**src/rtl/keypad_scanner_if.sv**
```systemverilog
// keypad_scanner_if
//   Bundles the keypad pin signals and the decoded key outputs of the keypad
//   scanner so they travel as a single port.
//   Signals:
//     col_in      raw column lines from the keypad, active-high
//     row_drv     one-hot row drive towards the keypad
//     key_code    code of the current/last accepted key
//     key_press   one-cycle strobe on an accepted press
//     key_release one-cycle strobe on an accepted release
//     key_down    level, high while a key is held
//   Modports:
//     master  the scanner (reads columns, drives rows and key outputs)
//     slave   the keypad/consumer side
//   Build option: KEYPAD_PHONE_MAP_EN fixes the code width at 4 bits.
interface keypad_scanner_if #(
    parameter int NUM_ROWS = 4,
    parameter int NUM_COLS = 3
);
`ifdef KEYPAD_PHONE_MAP_EN
    localparam int CODE_W = 4;
`else
    localparam int CODE_W = $clog2(NUM_ROWS * NUM_COLS);
`endif

    logic [NUM_COLS-1:0] col_in;
    logic [NUM_ROWS-1:0] row_drv;
    logic [CODE_W-1:0]   key_code;
    logic                key_press;
    logic                key_release;
    logic                key_down;

    modport master (
        input  col_in,
        output row_drv, key_code, key_press, key_release, key_down
    );

    modport slave (
        output col_in,
        input  row_drv, key_code, key_press, key_release, key_down
    );
endinterface

```
**src/rtl/keypad_scanner.sv**
```systemverilog
// keypad_scanner
//   Matrix keypad scanner. Drives the rows one-hot, dwelling SCAN_DIV clocks
//   on each row, samples the synchronised columns at the end of each dwell,
//   and debounces both press and release over DEBOUNCE_SCANS samples. Emits
//   one-shot press/release strobes, a held-key level and the key code.
//   Ports:
//     clk    system clock
//     rst_n  synchronous reset, active-low
//     bus    keypad_scanner_if.master (col_in in; row_drv, key_code,
//            key_press, key_release, key_down out)
//   Build option: KEYPAD_PHONE_MAP_EN selects the telephone key layout
//   (4x3 keypads only); otherwise code = row*NUM_COLS + col.
module keypad_scanner #(
    parameter int NUM_ROWS       = 4,
    parameter int NUM_COLS       = 3,
    parameter int SCAN_DIV       = 50000,
    parameter int DEBOUNCE_SCANS = 4
) (
    input  logic clk,
    input  logic rst_n,
    keypad_scanner_if.master bus
);
    localparam int ROW_W   = $clog2(NUM_ROWS);
    localparam int COL_W   = (NUM_COLS > 1) ? $clog2(NUM_COLS) : 1;
    localparam int CNT_W   = $clog2(SCAN_DIV);
    localparam int MATCH_W = $clog2(DEBOUNCE_SCANS + 1);
`ifdef KEYPAD_PHONE_MAP_EN
    localparam int CODE_W  = 4;
`else
    localparam int CODE_W  = $clog2(NUM_ROWS * NUM_COLS);
`endif

    if (NUM_ROWS < 2 || NUM_COLS < 1 || SCAN_DIV < 3 || DEBOUNCE_SCANS < 1) begin : gParamErr
        $error("keypad_scanner: illegal parameter combination");
    end
`ifdef KEYPAD_PHONE_MAP_EN
    if (NUM_ROWS != 4 || NUM_COLS != 3) begin : gPhoneErr
        $error("keypad_scanner: telephone map needs NUM_ROWS=4 and NUM_COLS=3");
    end
`endif

    typedef enum logic [1:0] {SCAN, DEBOUNCE, HELD} state_t;

    state_t              state_q, state_d;
    logic [NUM_COLS-1:0] colMeta_q, colSync_q;
    logic [CNT_W-1:0]    dwellCnt_q, dwellCnt_d;
    logic [ROW_W-1:0]    rowIdx_q, rowIdx_d;
    logic [NUM_ROWS-1:0] rowDrv_q, rowDrv_d;
    logic [COL_W-1:0]    colIdx_q, colIdx_d;
    logic [MATCH_W-1:0]  matchCnt_q, matchCnt_d;
    logic [CODE_W-1:0]   keyCode_q, keyCode_d;
    logic                keyPress_q, keyPress_d;
    logic                keyRelease_q, keyRelease_d;
    logic                keyDown_q, keyDown_d;

    logic                sample;
    logic                colHit;
    logic                matchDone;
    logic [MATCH_W-1:0]  matchInc;
    logic [ROW_W-1:0]    nextRow;

    // Lowest-index pressed column wins when several are active.
    function automatic logic [COL_W-1:0] lowestCol(input logic [NUM_COLS-1:0] v);
        lowestCol = '0;
        for (int i = NUM_COLS - 1; i >= 0; i--) begin
            if (v[i]) lowestCol = COL_W'(i);
        end
    endfunction

    function automatic logic [CODE_W-1:0] mapKey(input logic [ROW_W-1:0] r,
                                                 input logic [COL_W-1:0] c);
`ifdef KEYPAD_PHONE_MAP_EN
        logic [3:0] phone [12];
        phone = '{4'd1, 4'd2, 4'd3, 4'd4, 4'd5, 4'd6,
                  4'd7, 4'd8, 4'd9, 4'd10, 4'd0, 4'd11};
        mapKey = phone[int'(r) * NUM_COLS + int'(c)];
`else
        mapKey = CODE_W'(int'(r) * NUM_COLS + int'(c));
`endif
    endfunction

    assign sample    = (dwellCnt_q == CNT_W'(SCAN_DIV - 1));
    assign colHit    = colSync_q[colIdx_q];
    assign matchInc  = matchCnt_q + MATCH_W'(1);
    assign matchDone = (matchInc == MATCH_W'(DEBOUNCE_SCANS));
    assign nextRow   = (rowIdx_q == ROW_W'(NUM_ROWS - 1)) ? '0 : rowIdx_q + ROW_W'(1);

    // State register, column synchroniser and registered outputs.
    always_ff @(posedge clk) begin
        if (!rst_n) begin
            state_q      <= SCAN;
            colMeta_q    <= '0;
            colSync_q    <= '0;
            dwellCnt_q   <= '0;
            rowIdx_q     <= '0;
            rowDrv_q     <= {{(NUM_ROWS-1){1'b0}}, 1'b1};
            colIdx_q     <= '0;
            matchCnt_q   <= '0;
            keyCode_q    <= '0;
            keyPress_q   <= 1'b0;
            keyRelease_q <= 1'b0;
            keyDown_q    <= 1'b0;
        end else begin
            state_q      <= state_d;
            colMeta_q    <= bus.col_in;
            colSync_q    <= colMeta_q;
            dwellCnt_q   <= dwellCnt_d;
            rowIdx_q     <= rowIdx_d;
            rowDrv_q     <= rowDrv_d;
            colIdx_q     <= colIdx_d;
            matchCnt_q   <= matchCnt_d;
            keyCode_q    <= keyCode_d;
            keyPress_q   <= keyPress_d;
            keyRelease_q <= keyRelease_d;
            keyDown_q    <= keyDown_d;
        end
    end

    // Next-state logic. Rows and states only change on a sample, so the
    // dwell counter clearing on a sample also clears it on every change.
    always_comb begin
        state_d    = state_q;
        rowIdx_d   = rowIdx_q;
        colIdx_d   = colIdx_q;
        matchCnt_d = matchCnt_q;
        dwellCnt_d = sample ? '0 : dwellCnt_q + CNT_W'(1);
        case (state_q)
            SCAN: begin
                if (sample) begin
                    if (colSync_q == '0) begin
                        rowIdx_d = nextRow;
                    end else begin
                        colIdx_d = lowestCol(colSync_q);
                        if (DEBOUNCE_SCANS == 1) begin
                            state_d    = HELD;
                            matchCnt_d = '0;
                        end else begin
                            state_d    = DEBOUNCE;
                            matchCnt_d = MATCH_W'(1);
                        end
                    end
                end
            end
            DEBOUNCE: begin
                if (sample) begin
                    if (!colHit) begin
                        state_d    = SCAN;
                        rowIdx_d   = nextRow;
                        matchCnt_d = '0;
                    end else if (matchDone) begin
                        state_d    = HELD;
                        matchCnt_d = '0;
                    end else begin
                        matchCnt_d = matchInc;
                    end
                end
            end
            HELD: begin
                // Only the latched column matters; other keys are ignored.
                if (sample) begin
                    if (colHit) begin
                        matchCnt_d = '0;
                    end else if (matchDone) begin
                        state_d    = SCAN;
                        rowIdx_d   = nextRow;
                        matchCnt_d = '0;
                    end else begin
                        matchCnt_d = matchInc;
                    end
                end
            end
            default: begin
                state_d    = SCAN;
                matchCnt_d = '0;
            end
        endcase
    end

    // Output logic. key_down falls the cycle after the release strobe.
    always_comb begin
        rowDrv_d     = {{(NUM_ROWS-1){1'b0}}, 1'b1} << rowIdx_d;
        keyPress_d   = (state_d == HELD) && (state_q != HELD);
        keyRelease_d = (state_q == HELD) && (state_d == SCAN);
        keyCode_d    = keyCode_q;
        keyDown_d    = keyDown_q;
        if (keyPress_d) begin
            keyCode_d = mapKey(rowIdx_q, colIdx_d);
            keyDown_d = 1'b1;
        end else if (keyRelease_q) begin
            keyDown_d = 1'b0;
        end
    end

    assign bus.row_drv     = rowDrv_q;
    assign bus.key_code    = keyCode_q;
    assign bus.key_press   = keyPress_q;
    assign bus.key_release = keyRelease_q;
    assign bus.key_down    = keyDown_q;
endmodule
```
**src/flat_wrapper.sv**
```systemverilog
// flat-port wrapper written by rule: the top's interface ports become plain ports
module keypad_scanner_flat 
#(
    parameter int NUM_ROWS       = 4,
    parameter int NUM_COLS       = 3,
    parameter int SCAN_DIV       = 50000,
    parameter int DEBOUNCE_SCANS = 4
)
  (clk, rst_n, bus_col_in, bus_row_drv, bus_key_code, bus_key_press, bus_key_release, bus_key_down);
  keypad_scanner_if #(.NUM_ROWS(NUM_ROWS), .NUM_COLS(NUM_COLS)) bus_i ();
  input  logic clk;
  input  logic rst_n;
  input wire logic [$bits(bus_i.col_in)-1:0] bus_col_in;
  output wire logic [$bits(bus_i.row_drv)-1:0] bus_row_drv;
  output wire logic [$bits(bus_i.key_code)-1:0] bus_key_code;
  output wire logic [$bits(bus_i.key_press)-1:0] bus_key_press;
  output wire logic [$bits(bus_i.key_release)-1:0] bus_key_release;
  output wire logic [$bits(bus_i.key_down)-1:0] bus_key_down;
  assign bus_i.col_in = bus_col_in;
  assign bus_row_drv = bus_i.row_drv;
  assign bus_key_code = bus_i.key_code;
  assign bus_key_press = bus_i.key_press;
  assign bus_key_release = bus_i.key_release;
  assign bus_key_down = bus_i.key_down;
  keypad_scanner #(.NUM_ROWS(NUM_ROWS), .NUM_COLS(NUM_COLS), .SCAN_DIV(SCAN_DIV), .DEBOUNCE_SCANS(DEBOUNCE_SCANS)) u_core (.clk(clk), .rst_n(rst_n), .bus(bus_i));
endmodule
```
**config.mk**
```make
export PLATFORM = sky130hd
export DESIGN_NAME = keypad_scanner_flat
export DESIGN_NICKNAME = d
export VERILOG_FILES = /design/src/rtl/keypad_scanner_if.sv /design/src/rtl/keypad_scanner.sv /design/src/flat_wrapper.sv
export SDC_FILE = /design/constraint.sdc
export NUM_CORES = 1
export LEC_CHECK = 0
export ABC_CLOCK_PERIOD_IN_PS = 3650
export CAP_MARGIN = 30
export CORE_ASPECT_RATIO = 1.5
export CORE_MARGIN = 1.5
export CORE_UTILIZATION = 40
export CTS_CLUSTER_SIZE = 20
export DETAILED_ROUTE_END_ITERATION = 8
export PLACE_DENSITY = 0.71
export SYNTH_ARGS = -nofsm -noshare
export SYNTH_HDL_FRONTEND = slang
export SYNTH_SLANG_ARGS = --single-unit
```
**constraint.sdc**
```tcl
create_clock -name clk -period 3.65 [get_ports clk]
set_input_delay 0.5475 -clock clk [delete_from_list [all_inputs] [get_ports clk]]
set_output_delay 0.5475 -clock clk [all_outputs]
set_load 0.01 [all_outputs]
```
==> results of run 1 <==
stage by stage:
| stage | util, % | cell area [µm²] | setup WS (ns) |
|---|---|---|---|
| after floorplan | - | 1880 | 0.595 |
| after global placement | 46.0 | 2070 | 0.547 |
| after detailed placement | 46.0 | 2070 | 0.394 |
| after CTS | 48.0 | 2160 | 0.389 |
| after global routing | 48.0 | 2160 | 0.187 |
| final | 48.0 | 2160 | 0.414 |
cell families after synthesis:
| kind of cell | Yosys count |
|---|---|
| multiplexers | 7 |
| buffers and inverters | 16 |
| AND/OR/NAND/NOR | 92 |
| AO/OA/AOI/OAI | 26 |
| flip-flops | 42 |
| adder cells (fa/ha/maj) | 8 |
| XOR/XNOR | 14 |
power by group through the flow:
| stage | registers [µW] | clock network [µW] | logic [µW] |
|---|---|---|---|
| finish | 468 | 306 | 20.2 |
| CTS | 467 | 318 | 20.7 |
| global placement | 478 | 0 | 20.4 |
| detailed placement | 478 | 0 | 20.6 |
| global route | 468 | 329 | 23.3 |
| floorplan | 477 | 0 | 12.8 |
worst max-delay path, delay by kind of cell, from the launching register on:
family	cells	cell delay (ns)
compound gates	1	0.14
fa+ha+maj	4	1.32
buf+inv	1	0.04
flops	1	0.37
mux	1	0.14
simple gates	5	1.11
Yosys cell counts, types with 2 or more instances:
library cell / count / area [µm²]
sky130_fd_sc_hd__a21boi_0: 2 / 15.0
sky130_fd_sc_hd__a21oi_1: 6 / 30.0
sky130_fd_sc_hd__and2_1: 8 / 50.1
sky130_fd_sc_hd__and3_1: 5 / 31.3
sky130_fd_sc_hd__and4bb_2: 2 / 25.0
sky130_fd_sc_hd__clkbuf_1: 5 / 18.8
sky130_fd_sc_hd__dfxtp_1: 42 / 841
sky130_fd_sc_hd__fa_1: 2 / 40.0
sky130_fd_sc_hd__ha_1: 6 / 75.1
sky130_fd_sc_hd__inv_1: 10 / 37.5
sky130_fd_sc_hd__mux2i_1: 6 / 60.1
sky130_fd_sc_hd__nand2_1: 8 / 30.0
sky130_fd_sc_hd__nand2b_1: 3 / 18.8
sky130_fd_sc_hd__nand3_1: 8 / 40.0
sky130_fd_sc_hd__nand4_1: 5 / 31.3
sky130_fd_sc_hd__nor2_1: 38 / 143
sky130_fd_sc_hd__nor2b_1: 4 / 25.0
sky130_fd_sc_hd__nor3_1: 3 / 15.0
sky130_fd_sc_hd__o21ai_0: 4 / 20.0
sky130_fd_sc_hd__o21ai_1: 2 / 10.0
sky130_fd_sc_hd__o31a_1: 2 / 17.5
sky130_fd_sc_hd__xnor2_1: 5 / 43.8
sky130_fd_sc_hd__xor2_1: 9 / 78.8
final cells by class:
class | count | area [µm²] | share of cell area [%]
Clock buffer | 7 | 86.3 | 3.99
Sequential cell | 42 | 841 | 38.9
Multi-Input combinational cell | 147 | 975 | 45.1
Inverter | 10 | 37.5 | 1.74
Timing Repair Buffer | 16 | 158 | 7.29
Clock inverter | 1 | 5.00 | 0.231
Tap cell | 48 | 60.1 | 2.78
registers in the layout, indices dropped and copies added, names as in the netlist:
signal and cells:
u_core.dwellCnt_q 16, u_core.bus.key_code 4, u_core.bus.row_drv 4, u_core.colMeta_q 3, u_core.colSync_q 3, u_core.matchCnt_q 3
u_core.colIdx_q 2, u_core.rowIdx_q 2, u_core.state_q 2, u_core.bus.key_down 1, u_core.bus.key_press 1, u_core.bus.key_release 1
how the worst min path moves through the flow:
stage | from | to | depth (start not counted)
6_report | u_core.colMeta_q[0]$_SDFF_PN0_ | u_core.colSync_q[0]$_SDFF_PN0_ | 1
3_5_place_dp | u_core.colMeta_q[0]$_SDFF_PN0_ | u_core.colSync_q[0]$_SDFF_PN0_ | 1
5_1_grt | u_core.colMeta_q[0]$_SDFF_PN0_ | u_core.colSync_q[0]$_SDFF_PN0_ | 1
3_3_place_gp | u_core.colMeta_q[1]$_SDFF_PN0_ | u_core.colSync_q[1]$_SDFF_PN0_ | 1
4_1_cts | u_core.colMeta_q[0]$_SDFF_PN0_ | u_core.colSync_q[0]$_SDFF_PN0_ | 1
2_1_floorplan | u_core.colMeta_q[0]$_SDFF_PN0_ | u_core.colSync_q[0]$_SDFF_PN0_ | 1
cell usage in the layout (no fill, tap or decap), types with 2 or more instances in the layout:
| cell | Yosys | layout |
|---|---|---|
| sky130_fd_sc_hd__o21ai_0 | 4 | 4 |
| sky130_fd_sc_hd__clkbuf_8 | 0 | 6 |
| sky130_fd_sc_hd__o21ai_1 | 2 | 2 |
| sky130_fd_sc_hd__and2_1 | 8 | 8 |
| sky130_fd_sc_hd__xor2_1 | 9 | 9 |
| sky130_fd_sc_hd__o31a_1 | 2 | 2 |
| sky130_fd_sc_hd__nand2_1 | 8 | 8 |
| sky130_fd_sc_hd__dfxtp_1 | 42 | 42 |
| sky130_fd_sc_hd__fa_1 | 2 | 2 |
| sky130_fd_sc_hd__nand3_1 | 8 | 8 |
| sky130_fd_sc_hd__xnor2_1 | 5 | 5 |
| sky130_fd_sc_hd__a21oi_1 | 6 | 6 |
| sky130_fd_sc_hd__nor2b_1 | 4 | 4 |
| sky130_fd_sc_hd__clkdlybuf4s50_1 | 0 | 15 |
| sky130_fd_sc_hd__nand4_1 | 5 | 5 |
| sky130_fd_sc_hd__nor3_1 | 3 | 3 |
| sky130_fd_sc_hd__and3_1 | 5 | 5 |
| sky130_fd_sc_hd__ha_1 | 6 | 6 |
| sky130_fd_sc_hd__inv_1 | 10 | 10 |
| sky130_fd_sc_hd__mux2i_1 | 6 | 6 |
| sky130_fd_sc_hd__nor2_1 | 38 | 38 |
| sky130_fd_sc_hd__nand2b_1 | 3 | 3 |
| sky130_fd_sc_hd__a21boi_0 | 2 | 2 |
| sky130_fd_sc_hd__and4bb_2 | 2 | 2 |
per-layer routing:
metal / up-vias / global-route usage, % / share of wire, % / routed length [µm]
li1: 733 / - / - / -
met1: 672 / 16.8 / 42 / 1420
met2: 29 / 23.7 / 52 / 1750
met3: 11 / 3.57 / 3.2 / 108
met4: 0 / 7.85 / 3.1 / 106
met5: - / 0 / 0 / 0
==> results.rst, run 1 <==
.. list-table::
   :header-rows: 1

   * - Metric
     - Value
   * - Per-cell via count in the routed design
     - 5.33
   * - Die Wd
     - 58.9 µm
   * - Number of flops mapped to enable cells by yosys
     - 0
   * - Post-Synth Adder-Cell Area
     - 6.13%
   * - Data arrival time of the critical path
     - 3.41 ns
   * - Core area
     - 0.00450 mm²
   * - TritonCTS clock tree
     - done
   * - Crit path cell chain
     - ha_1 -> and3_1 -> nand4_1 -> nor3_1 -> a21oi_1 -> nand2b_1 -> fa_1 -> inv_1 -> ha_1 -> fa_1 -> mux2i_1 -> nor2_1
   * - Synthesized Nets
     - 218
   * - Detailed Place HPWL
     - 2460 µm
   * - Number of antenna violations at the first check in global routing
     - 0
   * - Maximum ir drop on the vdd rail
     - 191 µV
   * - Routability congestion estimate from global placement
     - 0.829
   * - Delay of the slowest cell on the worst path
     - 0.49 ns
   * - Post-synthesis xor/xnor area fraction
     - 6.53%
   * - Row count
     - 30
   * - Inst Count DP
     - 263
   * - Data required, critical path
     - 3.83 ns
   * - Maximum number of buffers from clock root to sink
     - 2
   * - Synthesized-area fraction occupied by and/or/nand/nor cells
     - 25.9%
   * - Switching share of total power
     - 21.2%
   * - Launching point of the worst reg2reg path
     - u_core.dwellCnt_q[0]$_SDFF_PP0_
   * - Unrepaired setup endpoints after global routing
     - false
   * - Die H
     - 86.9 µm
   * - Seq cells post-synth
     - 42
   * - Leftover overflow at the end of global routing
     - 0
   * - Area added between synthesis and finish
     - 15.2%
   * - Clk network pwr share
     - 38.6%
   * - Highest achievable clock rate
     - 0.309 GHz
   * - Wirelength, routed
     - 3390 µm
   * - Starting density of the core
     - 41.7%
   * - Combinational family with the most area after synthesis
     - simple AND/OR/NAND/NOR gates
   * - CTS clk-pin slew, worst paths
     - 0.08 ns
   * - Leakage power figure
     - 0.000847 µW
   * - Fraction of layout cells with a size suffix above 1
     - 6.73%
   * - Avg Cell Area, Syn
     - 9.16 µm²
   * - Maximum fanout count along the critical path
     - 5
   * - Critical register-to-register path endpoint
     - u_core.bus.key_code[2]$_SDFFE_PN0P_
   * - Number of cells produced by synthesis
     - 205
   * - Count of antenna diodes in the layout
     - 0
   * - Slew at the pin closest to its max-slew limit
     - 0.589 ns
   * - H-tree levels
     - 2
   * - Final hold violations
     - 0
   * - Setup Fix Bufs, Post-CTS
     - 0
   * - Detailed-route wire length per cell
     - 12.5 µm
   * - Fin crit period
     - 3.24 ns
   * - Length in cells of the worst reg-to-reg path
     - 12
   * - Number of cells in the finished layout apart from fillers
     - 271
   * - Via count of the first global-routing pass
     - 1302
   * - Flop2flop setup slack
     - 0.41 ns
   * - Final clock period utilization by the worst path
     - 88.7%
   * - First-pass GRT wire length
     - 5660 µm
   * - Setup skew after layout
     - 0.00897 ns
   * - Number of clock sinks seen by CTS
     - 42
   * - Drc violations
     - 0
   * - Endpoint of the most critical setup path
     - u_core.bus.key_code[2]$_SDFFE_PN0P_
   * - Initial drt markers
     - 56
   * - Worst setup SP type
     - flip-flop
   * - Total power divided by cell area
     - 367 mW/mm²
   * - Net switching power
     - 168 µW
   * - Number of port buffers
     - 15
   * - Number of iterations in the first detailed-routing pass
     - 4
   * - Netlist Area Pre-Place
     - 0.00188 mm²
   * - Min-Delay Path Class
     - reg -> reg
   * - Total power of the final layout
     - 794 µW
   * - Combinational power share
     - 2.5%
   * - Post-synthesis compound-gate area fraction
     - 9.53%
   * - Later-pin clock latency in the skew report
     - 0.30 ns
   * - Prevailing post-synth register cell
     - sky130_fd_sc_hd__dfxtp_1
   * - Start point of the critical path
     - u_core.dwellCnt_q[0]$_SDFF_PP0_
   * - Max cap viols
     - 0
   * - FFs w/ async S/R, synth
     - 0%
   * - Setup TNS
     - 0 ns
   * - Total clock buffers created by CTS
     - 5
   * - Library cell contributing the largest single delay on the critical path
     - sky130_fd_sc_hd__fa_1
   * - Global Route Usage Sum
     - 14.4%
   * - Total vias in the final route
     - 1445
   * - Hold slack final
     - 0.435 ns
   * - Die area
     - 0.00512 mm²
   * - Rel. slew slack
     - 60.4%
   * - Fin nets
     - 235
   * - Final-report max-slew violation count
     - 0
   * - Number of distinct standard cells referenced by the synthesized netlist
     - 43
   * - Largest net degree at the start of global routing
     - 17
   * - Sequential power share
     - 58.9%
   * - Crit path capture type
     - flip-flop
   * - Filler cells
     - 435
   * - Clock Tree Root
     - sky130_fd_sc_hd__clkbuf_8
   * - Classification of the worst setup path
     - reg -> reg
   * - Top Ports
     - 16
   * - Antenna Violating Nets Remaining
     - 0
   * - Setup violation total in the final timing report
     - 0
   * - Hold-fix buffers, CTS
     - 0
   * - Outcome
     - finished, final reports clean
   * - Portion of the post-synthesis area used by sequential elements
     - 44.8%
   * - Portion of netlist area occupied by mux cells
     - 3.80%
   * - Total internal power
     - 625 µW
   * - Total of warnings raised by yosys
     - 0
   * - Quantity of gates resized following cts
     - 0
Power figures use the tool's default switching activity.
==> run 2, diff against run 1 <==
CTS_BUF_LIST = sky130_fd_sc_hd__clkbuf_2 sky130_fd_sc_hd__clkbuf_4 sky130_fd_sc_hd__clkbuf_8   (was unset)
==> run 2 against run 1 <==
  * Clock-buffer cell count is the same
  * Design area grew 0.17%
  * First-iteration DRC count is the same
  * Fmax is essentially flat
  * Setup slack lost 0.00059 ns
  * Critical path depth is the same
  * Utilization grew 0.083 points
  * Hold slack is the same
  * Largest power group unchanged
==> results.rst, run 2 (synthesis results as in run 1) <==
.. list-table::
   :header-rows: 1

   * - Metric
     - Value
   * - Outcome
     - finished, final reports clean (unchanged)
   * - Setup skew after layout
     - 0.00844 ns (was 0.00897 ns)
   * - Max cap viols
     - 0 (unchanged)
   * - Quantity of gates resized following cts
     - 0 (unchanged)
   * - Total clock buffers created by CTS
     - 5 (unchanged)
   * - Data required, critical path
     - 3.83 ns (about the same)
   * - Hold-fix buffers, CTS
     - 0 (unchanged)
   * - Largest net degree at the start of global routing
     - 17 (unchanged)
   * - Per-cell via count in the routed design
     - 5.34 (was 5.33)
   * - Rel. slew slack
     - 60.8% (was 60.4%)
   * - Crit path capture type
     - flip-flop (unchanged)
   * - Total vias in the final route
     - 1447 (was 1445)
   * - Number of antenna violations at the first check in global routing
     - 0 (unchanged)
   * - Global Route Usage Sum
     - 14.4% (unchanged)
   * - Final clock period utilization by the worst path
     - 88.7% (about the same)
   * - H-tree levels
     - 2 (unchanged)
   * - Length in cells of the worst reg-to-reg path
     - 12 (unchanged)
   * - Highest achievable clock rate
     - 0.309 GHz (about the same)
   * - Row count
     - 30 (unchanged)
   * - Slew at the pin closest to its max-slew limit
     - 0.584 ns (was 0.589 ns)
   * - Die Wd
     - 58.9 µm (unchanged)
   * - Antenna Violating Nets Remaining
     - 0 (unchanged)
   * - Later-pin clock latency in the skew report
     - 0.30 ns (about the same)
   * - CTS clk-pin slew, worst paths
     - 0.08 ns (about the same)
   * - Flop2flop setup slack
     - 0.41 ns (about the same)
   * - Number of clock sinks seen by CTS
     - 42 (unchanged)
   * - Final Core Density
     - 48.1% (was 48.0%)
   * - Die area
     - 0.00512 mm² (unchanged)
   * - Leftover overflow at the end of global routing
     - 0 (unchanged)
   * - Setup TNS
     - 0 ns (unchanged)
   * - Area added between synthesis and finish
     - 15.4% (was 15.2%)
   * - Most common library cell in the layout ignoring fill and taps
     - sky130_fd_sc_hd__dfxtp_1 (unchanged)
   * - Max reg flops
     - 16 (unchanged)
   * - Maximum fanout count along the critical path
     - 5 (unchanged)
   * - Launching point of the worst reg2reg path
     - u_core.dwellCnt_q[0]$_SDFF_PP0_ (unchanged)
   * - Number of port buffers
     - 15 (unchanged)
   * - Starting density of the core
     - 41.7% (unchanged)
   * - Final-report max-slew violation count
     - 0 (unchanged)
   * - Top Ports
     - 16 (unchanged)
   * - Routability congestion estimate from global placement
     - 0.829 (unchanged)
   * - Leakage power figure
     - 0.000850 µW (was 0.000847 µW)
   * - Data arrival time of the critical path
     - 3.41 ns (about the same)
   * - Start point of the critical path
     - u_core.dwellCnt_q[0]$_SDFF_PP0_ (unchanged)
   * - Via count of the first global-routing pass
     - 1302 (unchanged)
   * - Setup Fix Bufs, Post-CTS
     - 0 (unchanged)
   * - Setup violation total in the final timing report
     - 0 (unchanged)
   * - Worst setup SP type
     - flip-flop (unchanged)
   * - Number of iterations in the first detailed-routing pass
     - 4 (unchanged)
   * - Commonest cells after routing, fill and taps aside
     - sky130_fd_sc_hd__dfxtp_1 (42), sky130_fd_sc_hd__nor2_1 (38), sky130_fd_sc_hd__clkdlybuf4s50_1 (15), sky130_fd_sc_hd__inv_1 (10), sky130_fd_sc_hd__xor2_1 (9) (unchanged)
   * - Core area
     - 0.00450 mm² (unchanged)
   * - Count of antenna diodes in the layout
     - 0 (unchanged)
   * - Die H
     - 86.9 µm (unchanged)
   * - Register name with the most flops
     - u_core.dwellCnt_q (unchanged)
   * - Maximum ir drop on the vdd rail
     - 191 µV (about the same)
   * - Cells on Worst Hold Path
     - 1 (unchanged)
   * - Classification of the worst setup path
     - reg -> reg (unchanged)
   * - Total power divided by cell area
     - 370 mW/mm² (was 367 mW/mm²)
   * - First-pass GRT wire length
     - 5660 µm (unchanged)
   * - Fin nets
     - 235 (unchanged)
   * - TritonCTS clock tree
     - done (unchanged)
   * - Clock Tree Root
     - sky130_fd_sc_hd__clkbuf_8 (unchanged)
   * - Wirelength, routed
     - 3390 µm (about the same)
   * - Unrepaired setup endpoints after global routing
     - false (unchanged)
   * - Detailed Place HPWL
     - 2460 µm (unchanged)
   * - Endpoint of the most critical setup path
     - u_core.bus.key_code[2]$_SDFFE_PN0P_ (unchanged)
   * - Critical register-to-register path endpoint
     - u_core.bus.key_code[2]$_SDFFE_PN0P_ (unchanged)
   * - Final hold violations
     - 0 (unchanged)
   * - Fin crit period
     - 3.24 ns (about the same)
   * - Min-Delay Path Class
     - reg -> reg (unchanged)
   * - Drc violations
     - 0 (unchanged)
   * - Maximum number of buffers from clock root to sink
     - 2 (unchanged)
   * - Detailed-route wire length per cell
     - 12.5 µm (about the same)
   * - Fraction of layout cells with a size suffix above 1
     - 7.17% (was 6.73%)
   * - Initial drt markers
     - 56 (unchanged)
run 2: cell count changes in the layout (fill, tap and decap cells not counted):
cell                       previous run  this run
sky130_fd_sc_hd__clkbuf_1             1         0
sky130_fd_sc_hd__clkbuf_4             0         1
run 2: how the worst min path moves through the flow:
| stage | slack [ns] | end | from |
|---|---|---|---|
| floorplan | 0.41 | u_core.colSync_q[0]$_SDFF_PN0_ | u_core.colMeta_q[0]$_SDFF_PN0_ |
| global placement | 0.41 | u_core.colSync_q[1]$_SDFF_PN0_ | u_core.colMeta_q[1]$_SDFF_PN0_ |
| detailed placement | 0.42 | u_core.colSync_q[0]$_SDFF_PN0_ | u_core.colMeta_q[0]$_SDFF_PN0_ |
| CTS | 0.44 | u_core.colSync_q[0]$_SDFF_PN0_ | u_core.colMeta_q[0]$_SDFF_PN0_ |
| global route | 0.45 | u_core.colSync_q[0]$_SDFF_PN0_ | u_core.colMeta_q[0]$_SDFF_PN0_ |
| finish | 0.43 | u_core.colSync_q[0]$_SDFF_PN0_ | u_core.colMeta_q[0]$_SDFF_PN0_ |
run 2: final cells by class:
cell class | instances | area [µm²]
Fill cell | 436 | 2340
Multi-Input combinational cell | 147 | 975
Sequential cell | 42 | 841
Timing Repair Buffer | 16 | 158
Clock buffer | 7 | 90.1
Tap cell | 48 | 60.1
Inverter | 10 | 37.5
Clock inverter | 1 | 5.00
run 2: critical path: stages (launching register included):
cell	delay (ns)
sky130_fd_sc_hd__dfxtp_1	0.37
sky130_fd_sc_hd__ha_1	0.19
sky130_fd_sc_hd__and3_1	0.24
sky130_fd_sc_hd__nand4_1	0.14
sky130_fd_sc_hd__nor3_1	0.48
sky130_fd_sc_hd__a21oi_1	0.14
sky130_fd_sc_hd__nand2b_1	0.20
sky130_fd_sc_hd__fa_1	0.49
sky130_fd_sc_hd__inv_1	0.04
sky130_fd_sc_hd__ha_1	0.20
sky130_fd_sc_hd__fa_1	0.44
sky130_fd_sc_hd__mux2i_1	0.14
sky130_fd_sc_hd__nor2_1	0.05
run 2: where the power goes:
| group | switching [µW] | internal (µW) |
|---|---|---|
| logic | 11.3 | 8.92 |
| clock network | 154 | 160 |
| registers | 3.85 | 464 |
| total | 169 | 633 |
run 2: metrics by stage:
| step | total power [µW] | instance area, µm² | setup WS [ns] | hold WS, ns | std cells |
|---|---|---|---|---|---|
| 2_1_floorplan | 490 | 1880 | 0.595 | 0.412 | 205 |
| 3_3_place_gp | 498 | 2070 | 0.547 | 0.413 | 263 |
| 3_5_place_dp | 499 | 2070 | 0.394 | 0.418 | 263 |
| 4_1_cts | 814 | 2170 | 0.388 | 0.438 | 271 |
| 5_1_grt | 828 | 2170 | 0.186 | 0.447 | 271 |
| 6_report | 802 | 2170 | 0.414 | 0.435 | 271 |
run 2: routing by layer:
| layer | share of wire [%] | wire [µm] | track usage (%) |
|---|---|---|---|
| met2 | 52 | 1750 | 23.7 |
| met4 | 3.1 | 106 | 7.85 |
| met3 | 3.0 | 102 | 3.57 |
| met1 | 42 | 1430 | 16.8 |
| met5 | 0 | 0 | 0 |
==> RTL edit 1 (settings of run 2) <==
`DEBOUNCE_SCANS` is set to 4 in 2 places; all go to 8.
--- a/src/rtl/keypad_scanner.sv
+++ b/src/rtl/keypad_scanner.sv
@@ -15,5 +15,5 @@
     parameter int NUM_COLS       = 3,
     parameter int SCAN_DIV       = 50000,
-    parameter int DEBOUNCE_SCANS = 4
+    parameter int DEBOUNCE_SCANS = 8
 ) (
     input  logic clk,
--- a/src/flat_wrapper.sv
+++ b/src/flat_wrapper.sv
@@ -5,5 +5,5 @@
     parameter int NUM_COLS       = 3,
     parameter int SCAN_DIV       = 50000,
-    parameter int DEBOUNCE_SCANS = 4
+    parameter int DEBOUNCE_SCANS = 8
 )
   (clk, rst_n, bus_col_in, bus_row_drv, bus_key_code, bus_key_press, bus_key_release, bus_key_down);
Behaviour: same outputs for any inputs over 10 cycles, from zero or initial values and one cycle with rst_n low; that may be too few to reach the edited logic, so the function may still have changed.
==> RTL edit 1 against run 2 <==
Via count up 10%. Routed wire length up 8.3%. First-iteration DRC count down 66%. Worst setup slack better by 190 ps. Non-clock buffer count unchanged. Sequential cell count up 1. Synthesized cell count up 6.8%. Power up 17%. Critical path depth unchanged. Combinational power up 17%. Synthesized area up 9.1%. Design area up 11%. Largest cell class unchanged. Largest power group unchanged.
==> RTL edit 1: results (changes against run 2) <==
Synth
  • Adder-Cell Fraction of Synth Area: 5.62% (-0.51 points)
  • Synth area leaders: dfxtp_1 (42%), nor2_1 (6.8%), ha_1 (3.7%)
  • Sequential-to-total area share from yosys stat: 42.0% (-2.8 points)
  • Synth Area per Inst: 9.35 um^2 (+2.2%)
  • Post-synthesis mux area share: 3.18% (-0.62 points)
  • Synth Area in XOR/XNOR: 5.13% (-1.4 points)
  • Synth cell types: 54 (+26%)

Pwr
  • Static Leak: 0.875 nW (+2.9%)
  • Worst-case vdd ir drop: 281 uV (+47%)

STA
  • Worst slew pin tran: 564 ps (-20.0 ps)
  • Skew final: 5.63 ps (-2.81 ps)

Global route
  • First-pass GRT wire length: 6600 um (+17%)
  • Vias in the first global route: 1538 (+18%)
  • Met3 usage: 4.01% (+0.45 points)
  • GR Util met2: 25.1% (+1.4 points)
  • GR Util met1: 18.3% (+1.5 points)

Layout
  • Layout Cells excl Fill: 305 (+13%)
  • Nets: 251 (+6.8%)
  • Fillers: 488 (+12%)
  • Layout cells sized above 1: 12.1% (+5.0 points)

Worst setup path
  • CP arrival: 3260 ps (-150 ps)
  • Critical path peak fanout: 16 (+11)

Routing
  • Average vias per placed instance: 5.24 (-1.9%)
  • Routed WL: 3680 um (+8.3%)
  • Starting DRT DRC Count: 19 (-66%)

Run status
  • Status: complete, no violations

Place
  • Post-placement cell count: 297 (+13%)
RTL edit 1: cell count changes after synthesis, sizes merged, moves of 4 or more:
cell	change
clkbuf	-4
a21oi	+4
nand3	-4
nand2	+9
a211oi	+4
or3	+4
RTL edit 1: kinds of logic after synthesis:
group                      Yosys count
xor gates and xnor gates            12
and+or+nand+nor                     99
DFF                                 43
AOI/OAI and AO/OA                   39
buffers and inverters               12
adders and majority gates            8
muxes                                6
RTL edit 1: area by class of cell:
| type | count | area share, % |
|---|---|---|
| Timing Repair Buffer | 16 | 6.57 |
| Tap cell | 66 | 3.44 |
| Inverter | 8 | 1.25 |
| Clock buffer | 5 | 2.87 |
| Multi-Input combinational cell | 164 | 47.2 |
| Clock inverter | 3 | 2.82 |
| Sequential cell | 43 | 35.9 |
RTL edit 1: final timing paths:
| path | slack [ps] | start | end |
|---|---|---|---|
| setup / recovery | 600 | u_core.dwellCnt_q[0]$_SDFF_PP0_ | u_core.bus.key_code[2]$_SDFFE_PN0P_ |
| hold / removal | 440 | u_core.colMeta_q[0]$_SDFF_PN0_ | u_core.colSync_q[0]$_SDFF_PN0_ |
| setup reg to reg | 600 | u_core.dwellCnt_q[0]$_SDFF_PP0_ | u_core.bus.key_code[2]$_SDFFE_PN0P_ |
| hold reg to reg | 440 | u_core.colMeta_q[0]$_SDFF_PN0_ | u_core.colSync_q[0]$_SDFF_PN0_ |
RTL edit 1: stage by stage:
| stage | instance area (um^2) | total power, mW |
|---|---|---|
| finish | 2400 | 0.938 |
| global placement | 2260 | 0.513 |
| CTS | 2400 | 0.948 |
| detailed placement | 2260 | 0.513 |
| floorplan | 2050 | 0.503 |
| global route | 2400 | 0.966 |
RTL edit 1: power by group:
group | leakage [nW] | internal (mW) | total [mW] | switching, mW
logic | 0.462 | 0.0106 | 0.0237 | 0.0131
clock network | 0.0644 | 0.273 | 0.436 | 0.163
registers | 0.348 | 0.474 | 0.478 | 0.00369
RTL edit 1: metal layers:
| metal | wire [um] | vias up |
|---|---|---|
| met4 | 78 | 0 |
| li1 | - | 803 |
| met5 | 0 | - |
| met1 | 1630 | 763 |
| met2 | 1860 | 26 |
| met3 | 110 | 6 |
==> RTL edit 2 (config.mk and constraints of run 2) <==
Made on the original files. Take the reset off `keyCode_q` and load it in a clocked block of its own.
--- a/src/rtl/keypad_scanner.sv
+++ b/src/rtl/keypad_scanner.sv
@@ -97,5 +97,4 @@
             colIdx_q     <= '0;
             matchCnt_q   <= '0;
-            keyCode_q    <= '0;
             keyPress_q   <= 1'b0;
             keyRelease_q <= 1'b0;
@@ -110,9 +109,12 @@
             colIdx_q     <= colIdx_d;
             matchCnt_q   <= matchCnt_d;
-            keyCode_q    <= keyCode_d;
             keyPress_q   <= keyPress_d;
             keyRelease_q <= keyRelease_d;
             keyDown_q    <= keyDown_d;
         end
+    end
+
+    always_ff @(posedge clk) begin
+        keyCode_q <= keyCode_d;
     end
 
Check against the original RTL: same outputs for any inputs over 10 cycles, from zero or initial values and one cycle with rst_n low; that may be too few to reach the edited logic, so the function may still have changed.
==> RTL edit 2 against run 2 <==
Clock power decreased by 7.6%. Design area increased by 1.7%. Power decreased by 1.3%. Routed wire length increased by 0.68%. Sequential cell count unchanged. Die area increased by 1.6%. Synthesized area increased by 1.7%. Worst setup slack got worse by 120 ps. Critical path type unchanged. Critical endpoint is now u_core.bus.key_code[2]$_DFFE_PP_. Highest routed layer unchanged.
==> RTL edit 2: results (changes against run 2) <==
Run status
  • Status: complete, no violations

Routing
  • Starting DRT DRC Count: 27 (-52%)
  • Met3 WL: 79 um (-23%)
  • Average vias per placed instance: 5.07 (-5.1%)
  • Met1 Routed Length: 1470 um (+2.8%)
  • Wirelength per Cell: 12.2 um (-2.9%)
  • Met2 wire len: 1820 um (+3.8%)
  • Routed WL: 3420 um (+0.68%)

Synth
  • Compound-Gate Fraction of Synth Area: 10.9% (+1.4 points)
  • Adder-Cell Fraction of Synth Area: 6.56% (+0.42 points)
  • Synth area leaders: dfxtp_1 (40%), edfxtp_1 (6.3%), xor2_1 (5.0%)
  • Synth cell types: 47 (+9.3%)
  • Post-synthesis mux area share: 2.62% (-1.2 points)
  • EDFF count, synth: 4 (+4)
  • Synth Instances: 199 (-2.9%)

Layout
  • Layout cells sized above 1: 7.83% (+0.66 points)
  • Nets: 229 (-2.6%)

Worst setup path
  • Top cell family by delay on the critical path: simple AND/OR/NAND/NOR gates
  • CP max stage delay: 590 ps (+100 ps)
  • Worst R2R Path Depth: 9 (-3)
  • CP arrival: 3400 ps (about the same)

STA
  • Slew headroom: 53.8% (-6.9 points)
  • Skew final: 9.23 ps (+0.788 ps)

Global route
  • Overall global routing resource usage: 14.7% (+0.29 points)
  • Vias in the first global route: 1371 (+5.3%)
  • Largest net degree at the start of global routing: 22 (+5)
  • First-pass GRT wire length: 5800 um (+2.5%)

Pwr
  • Worst-case vdd ir drop: 271 uV (+42%)

Place
  • GP Congestion: 0.801 (-3.4%)
  • Area after DPL: 2120 um^2 (+2.2%)
  • Detailed placer's ending HPWL: 2520 um (+2.3%)
==> RTL edit 2: cell type report <==
type / instances / area [um^2]
fill: 445 / 2340
multi-input combinational: 141 / 961
sequential: 42 / 881
timing repair buffer: 16 / 158
tap: 64 / 80.1
clock buffer: 6 / 76.3
inverter: 10 / 37.5
clock inverter: 2 / 10.0
==> RTL edit 2: stage by stage <==
stage          setup slack [ps]  hold WS [ps]  util, %
4_1_cts                     273           438     48.5
3_3_place_gp                328           414     46.6
6_report                    292           436     48.5
2_1_floorplan               354           412        -
3_5_place_dp                276           418     46.6
5_1_grt                     170           456     48.5
==> RTL edit 2: path summary, 6_finish.rpt <==
path | from | end | slack (ps)
worst max register to register | u_core.dwellCnt_q[11]$_SDFF_PP0_ | u_core.bus.key_code[2]$_DFFE_PP_ | 290
worst min register to register | u_core.colMeta_q[2]$_SDFF_PN0_ | u_core.colSync_q[2]$_SDFF_PN0_ | 440
worst min-delay path | u_core.colMeta_q[2]$_SDFF_PN0_ | u_core.colSync_q[2]$_SDFF_PN0_ | 440
worst max-delay path | u_core.dwellCnt_q[11]$_SDFF_PP0_ | u_core.bus.key_code[2]$_DFFE_PP_ | 290
==> RTL edit 2: worst reg2reg max path: cells and delay by family, from the launching register on <==
family / cells / cell delay [ps]
adder cells (fa/ha/maj): 3 / 1140
buffers and inverters: 1 / 50
AND/OR/NAND/NOR: 3 / 1290
flip-flops: 1 / 350
AO/OA/AOI/OAI: 2 / 280
==> RTL edit 2: per-layer routing <==
metal	vias to the layer above	GRT usage (%)
met5	-	0
met4	0	6.82
met3	6	3.55
met2	17	26.3
met1	675	15.8
li1	726	-
==> RTL edit 2: logic make-up (layout without fill, tap and decap cells) <==
logic type	count (synthesis)	count (layout)
buffers and inverters	16	34
adders and majority gates	9	9
xor gates and xnor gates	12	12
muxes	5	5
AOI/OAI and AO/OA	30	30
DFF	42	42
and+or+nand+nor	85	85
==> RTL edit 2: where the power goes <==
group	internal [mW]	leakage (nW)	total, mW	switching (mW)
registers	0.470	0.346	0.475	0.00540
logic	0.0114	0.450	0.0259	0.0144
clock network	0.140	0.0484	0.290	0.150
total	0.621	0.845	0.791	0.170
